--- src/rtl/per2axi_req_sequencer.sv ---
// per2axi_req_sequencer: registered peripheral-to-AXI4 request sequencer with outstanding-transaction limit.
// Optional PER2AXI_SEQ_BACK2BACK_EN: grant in the completing cycle for back-to-back requests.
module per2axi_req_sequencer #(
   parameter int PER_ADDR_WIDTH  = 32,
   parameter int PER_ID_WIDTH    = 5,
   parameter int AXI_ADDR_WIDTH  = 32,
   parameter int AXI_DATA_WIDTH  = 64,
   parameter int AXI_ID_WIDTH    = 3,
   parameter int MAX_OUTSTANDING = 4,
   localparam int CNT_W          = $clog2(MAX_OUTSTANDING + 1)
)(
   input  logic                          clk_i,
   input  logic                          rst_ni,
   input  logic                          per_slave_req_i,
   input  logic [PER_ADDR_WIDTH-1:0]     per_slave_add_i,
   input  logic                          per_slave_we_i,
   input  logic [31:0]                   per_slave_wdata_i,
   input  logic [3:0]                    per_slave_be_i,
   input  logic [PER_ID_WIDTH-1:0]       per_slave_id_i,
   output logic                          per_slave_gnt_o,
   output logic                          axi_master_aw_valid_o,
   output logic [AXI_ADDR_WIDTH-1:0]     axi_master_aw_addr_o,
   output logic [AXI_ID_WIDTH-1:0]       axi_master_aw_id_o,
   output logic [2:0]                    axi_master_aw_size_o,
   input  logic                          axi_master_aw_ready_i,
   output logic                          axi_master_w_valid_o,
   output logic [AXI_DATA_WIDTH-1:0]     axi_master_w_data_o,
   output logic [AXI_DATA_WIDTH/8-1:0]   axi_master_w_strb_o,
   output logic                          axi_master_w_last_o,
   input  logic                          axi_master_w_ready_i,
   output logic                          axi_master_ar_valid_o,
   output logic [AXI_ADDR_WIDTH-1:0]     axi_master_ar_addr_o,
   output logic [AXI_ID_WIDTH-1:0]       axi_master_ar_id_o,
   output logic [2:0]                    axi_master_ar_size_o,
   input  logic                          axi_master_ar_ready_i,
   input  logic                          b_done_i,
   input  logic                          r_done_i,
   output logic [CNT_W-1:0]              outstanding_o,
   output logic                          busy_o
);
   localparam int SW = AXI_DATA_WIDTH / 8;
   localparam logic [CNT_W-1:0] MAX_C = CNT_W'(MAX_OUTSTANDING);

   typedef enum logic [1:0] {S_IDLE, S_WRITE, S_READ} state_t;

   state_t                    r_state;
   logic [AXI_ADDR_WIDTH-1:0] r_addr;
   logic [AXI_DATA_WIDTH-1:0] r_data;
   logic [SW-1:0]             r_strb;
   logic [AXI_ID_WIDTH-1:0]   r_id;
   logic [2:0]                r_size;
   logic                      r_aw_valid, r_w_valid, r_ar_valid;
   logic [CNT_W-1:0]          r_cnt;

   logic             w_aw_hs, w_ar_hs, w_fin, w_gnt, w_cap, w_under;
   logic [1:0]       w_inc, w_dec;
   logic [CNT_W:0]   w_sum;
   logic [CNT_W-1:0] w_cnt_nxt;

   // Highest set bit of the one-hot ID wins; an all-zero ID maps to 0.
   function automatic logic [AXI_ID_WIDTH-1:0] f_id(input logic [PER_ID_WIDTH-1:0] id);
      f_id = '0;
      for (int i = 0; i < PER_ID_WIDTH; i++)
         if (id[i]) f_id = AXI_ID_WIDTH'(i);
   endfunction

   function automatic logic [2:0] f_size(input logic [3:0] be);
      return (be inside {4'b1100, 4'b0011}) ? 3'd1 :
             (be inside {4'b1111, 4'b0110, 4'b1110, 4'b0111}) ? 3'd2 : 3'd0;
   endfunction

   assign w_aw_hs   = r_aw_valid & axi_master_aw_ready_i;
   assign w_ar_hs   = r_ar_valid & axi_master_ar_ready_i;
   assign w_inc     = {1'b0, w_aw_hs} + {1'b0, w_ar_hs};
   assign w_dec     = {1'b0, b_done_i} + {1'b0, r_done_i};
   assign w_sum     = {1'b0, r_cnt} + (CNT_W+1)'(w_inc);
   assign w_under   = w_sum < (CNT_W+1)'(w_dec);
   assign w_cnt_nxt = w_under ? '0 : CNT_W'(w_sum - (CNT_W+1)'(w_dec));

   // Last pending handshake of the current transaction completes this cycle.
   assign w_fin = ((r_state == S_WRITE) & (~r_aw_valid | axi_master_aw_ready_i) &
                   (~r_w_valid | axi_master_w_ready_i)) |
                  ((r_state == S_READ) & axi_master_ar_ready_i);

`ifdef PER2AXI_SEQ_BACK2BACK_EN
   assign w_gnt = rst_ni & (((r_state == S_IDLE) & (r_cnt < MAX_C)) | (w_fin & (w_cnt_nxt < MAX_C)));
`else
   assign w_gnt = rst_ni & (r_state == S_IDLE) & (r_cnt < MAX_C);
`endif

   assign w_cap = per_slave_req_i & w_gnt;

   always_ff @(posedge clk_i or negedge rst_ni) begin
      if (!rst_ni) begin
         r_state    <= S_IDLE;
         r_addr     <= '0;
         r_data     <= '0;
         r_strb     <= '0;
         r_id       <= '0;
         r_size     <= '0;
         r_aw_valid <= 1'b0;
         r_w_valid  <= 1'b0;
         r_ar_valid <= 1'b0;
         r_cnt      <= '0;
      end else begin
         r_cnt <= w_cnt_nxt;
         if (w_cap) begin
            r_state    <= per_slave_we_i ? S_READ : S_WRITE;
            r_aw_valid <= ~per_slave_we_i;
            r_w_valid  <= ~per_slave_we_i;
            r_ar_valid <= per_slave_we_i;
            r_addr     <= AXI_ADDR_WIDTH'(per_slave_add_i);
            r_data     <= AXI_DATA_WIDTH'(per_slave_wdata_i) << {per_slave_add_i[2], 5'b0};
            r_strb     <= SW'(per_slave_be_i) << {per_slave_add_i[2], 2'b0};
            r_id       <= f_id(per_slave_id_i);
            r_size     <= f_size(per_slave_be_i);
         end else if (w_fin) begin
            r_state    <= S_IDLE;
            r_aw_valid <= 1'b0;
            r_w_valid  <= 1'b0;
            r_ar_valid <= 1'b0;
         end else begin
            r_aw_valid <= r_aw_valid & ~axi_master_aw_ready_i;
            r_w_valid  <= r_w_valid & ~axi_master_w_ready_i;
            r_ar_valid <= r_ar_valid & ~axi_master_ar_ready_i;
         end
      end
   end

`ifndef SYNTHESIS
   always_ff @(posedge clk_i)
      if (rst_ni) assert (!w_under) else $error("outstanding counter underflow");
`endif

   assign per_slave_gnt_o       = w_gnt;
   assign axi_master_aw_valid_o = r_aw_valid;
   assign axi_master_aw_addr_o  = r_addr;
   assign axi_master_aw_id_o    = r_id;
   assign axi_master_aw_size_o  = r_size;
   assign axi_master_w_valid_o  = r_w_valid;
   assign axi_master_w_data_o   = r_data;
   assign axi_master_w_strb_o   = r_strb;
   assign axi_master_w_last_o   = r_w_valid;
   assign axi_master_ar_valid_o = r_ar_valid;
   assign axi_master_ar_addr_o  = r_addr;
   assign axi_master_ar_id_o    = r_id;
   assign axi_master_ar_size_o  = r_size;
   assign outstanding_o         = r_cnt;
   assign busy_o                = r_state != S_IDLE;
endmodule
--- config.mk ---
export PLATFORM = sky130hd
export DESIGN_NAME = per2axi_req_sequencer
export DESIGN_NICKNAME = d
export VERILOG_FILES = /design/src/rtl/per2axi_req_sequencer.sv
export SDC_FILE = /design/constraint.sdc
export NUM_CORES = 1
export LEC_CHECK = 0
export ABC_AREA = 1
export ABC_CLOCK_PERIOD_IN_PS = 3100
export CAP_MARGIN = 20
export CORE_UTILIZATION = 30
export DETAILED_ROUTE_END_ITERATION = 8
export SYNTH_ARGS = -nofsm -noshare
export SYNTH_HDL_FRONTEND = slang
export SYNTH_SLANG_ARGS = --single-unit
--- constraint.sdc ---
create_clock -name clk_i -period 3.1 [get_ports clk_i]
set_input_delay 0.93 -clock clk_i [delete_from_list [all_inputs] [get_ports clk_i]]
set_output_delay 0.93 -clock clk_i [all_outputs]
set_load 0.01 [all_outputs]
==> implementation parameters <==
Parameter                              Value

Run status
  Outcome    finished, final reports clean

Global route
  Global Route met2 Usage    28.0%
  Number of global-route vias before repair    4292
  Most utilized layer in the global route result    met2
  Met3 track utilization from global routing    5.15%
  First-pass GRT wire length    22.6 mm
  Congestion Overflow GR    0
  Antenna violations before repair    0
  M1 GR Usage    19.5%
  Pin count of the biggest net entering global routing    91
  GRT Overall Usage    16.6%

Timing
  Tcrit/Tclk final    90.4%
  Fmax    0.357 GHz
  Final min period    2.80 ns
  Remaining max-slew budget at the tightest pin    46.9%
  Transition at the pin with the smallest max-transition slack    0.797 ns
  Final count of negative-setup-slack endpoints    0
  Worst Hold Slack    0.472 ns
  Hold Violations, Final    0
  Post-route clock skew    0.0107 ns
  Setup repair after global routing missed its margin    false
  Max Transition Viols Final    0

Critical path
  Kind of end point of the critical path    output port
  Maximum net fanout on the critical path    2
  Startpoint class of the critical path    input port
  Required time reported for the critical path endpoint    2.17 ns
  Start-to-end type of the worst setup path    in2out
  Arrival time worst endpoint    1.87 ns

Synth
  Sequential-to-total area share from yosys stat    57.7%
  Cell Area, Synth    0.00507 mm2
  Synthesis Warnings    0
  Gate count of the mapped netlist    578
  Register bit total from synthesis    117
  Avg Synthesized Cell Area    8.78 um2
  Count of distinct cell types in the synthesized netlist    24

Floorplan
  Die Span Y    132 um
  Overall die width    132 um
  Placeable core area    0.0165 mm2
  Number of top-level design ports    239
  Die area    0.0174 mm2
  Cell Rows    47
  Effective utilization at floorplan    30.7%

Clock network
  Clock tree from TritonCTS    done
  Number of clock sinks seen by CTS    117
  Clock transition at the register clock pins on the worst setup and hold paths after CTS    0.05 ns
  Number of buffers on the longest clock path    2
  Clock insertion delay at the later pin of the skew report    0.41 ns
  Number of buffers inserted during clock tree synthesis    17
  Cell chosen for the clock root    clkbuf_16
  # Post-CTS Setup Buffers    0
  Quantity of hold-fixing buffers added after cts    0
  Number of cells upsized or downsized after cts    0
  H-tree Lvls    4

Finish
  Most frequent cells in the layout    nand2_1, clkdlybuf4s50_1, dfrtp_1
  Layout cell share with drive strength beyond 1    5.84%
  Area growth from synthesis to layout    55.6%
  Nets    862
  Number of antenna cells inserted    0
  Non-Filler Cell Area, Final    0.00789 mm2
  Most common cell after layout, fill and taps aside    nand2_1
  Filler-free cell count of the finished design    1008

Flow run
  Max-capacitance violation count    0

Drt
  Average via count per standard cell    4.29
  Total routed wirelength    14.0 mm
  Number of nets with antenna violations after routing    0
  Number of DRC violations after detailed-routing iteration 0    184
  Remaining routing DRC violations    0
  Routed vias    4325
  1st-pass router iterations    5
  Per-cell routed wire length    13.9 um

Placed design
  Standard cell area after detailed placement    0.00730 mm2
  Routability congestion estimate from global placement    0.834
  Sum of net half-perimeters after detailed placement    9.99 mm
  Placed instance count    976
  Buffers on Ports    235

Pwr
  Power density normalized to cell area    1060 mW/mm2
  P_leak    3.79 nW
  Maximum ir drop on the vdd rail    0.459 mV

Min path
  Worst Hold Class    reg2reg
## logic make-up after synthesis
| logic type | share of synthesized area [%] |
|---|---|
| AND/OR/NAND/NOR | 24.7 |
| flip-flops | 57.7 |
| buffers and inverters | 11.4 |
| AO/OA/AOI/OAI | 4.37 |
| adder cells (fa/ha/maj) | 1.53 |
| XOR/XNOR | 0.173 |
| other | 0.0739 |
## final cells by class
cell class	instances	area (um2)
Clock buffer	25	526
Clock inverter	7	67.6
Fill cell	1585	8630
Inverter	22	85.1
Multi-Input combinational cell	373	1570
Sequential cell	117	2930
Tap cell	220	275
Timing Repair Buffer	244	2440
## path summary, 6_finish.rpt
path,start,endpoint,slack [ns],cells after the start
min in group asynchronous,rst_ni,axi_master_w_data_o[43],0.69,2
max reg2reg,axi_master_aw_valid_o,outstanding_o[0],0.99,9
min reg2reg,axi_master_w_data_o[39],axi_master_w_data_o[39],0.47,2
min,axi_master_w_data_o[39],axi_master_w_data_o[39],0.47,2
max in group asynchronous,rst_ni,axi_master_w_data_o[13],1.11,3
max,rst_ni,per_slave_gnt_o,0.30,6
## Yosys cell counts (all sizes together)
cell type | number | share of area [%]
a21oi | 2 | 0.20
a31oi | 1 | 0.12
buf | 67 | 9.7
conb | 1 | 0.074
dfrtp | 117 | 58
fa | 2 | 0.79
ha | 3 | 0.74
inv | 22 | 1.7
nand2 | 301 | 22
nand3 | 5 | 0.74
nand3b | 1 | 0.15
nand4 | 3 | 0.37
nor2 | 10 | 1.1
o21ai | 41 | 4.0
or2 | 1 | 0.12
xnor2 | 1 | 0.17
## through the flow
step | utilization, % | setup slack, ns | setup TNS [ns] | total power [mW]
after global placement | 44.2 | 0.0605 | 0 | 6.43
after detailed placement | 44.2 | -0.0234 | -0.0399 | 6.50
after CTS | 47.8 | 0.292 | 0 | 8.49
final | 47.8 | 0.298 | 0 | 8.37
after global routing | 47.8 | 0.237 | 0 | 8.89
after floorplan | - | 0.598 | 0 | 4.44
## report_power, final
| part | internal (mW) | switching (mW) |
|---|---|---|
| Sequential | 2.26 | 0.498 |
| Clock | 1.25 | 0.674 |
| Combinational | 2.09 | 1.59 |
## routing by layer
metal  vias up  routed length, um
li1       2128                  -
met1      2023               5850
met2       158               6970
met3        16                956
met4         0                224
met5         -                  0
## worst max-delay path, stage by stage
cell and delay (ns):
buf_4 0.10, inv_1 0.05, nor2_2 0.14, nand2_1 0.07
inv_1 0.05, clkdlybuf4s50_1 0.53
## flip-flops by register name (all words and copies together), names as in the netlist
register               flops
outstanding_o              3
axi_master_aw_valid_o      1
axi_master_ar_addr_o      32
axi_master_ar_id_o         3
axi_master_ar_size_o       2
r_state                    2
axi_master_w_data_o       64
axi_master_w_last_o        1
axi_master_ar_valid_o      1
axi_master_w_strb_o        8
Note: power is estimated with default switching activity, not from simulation.
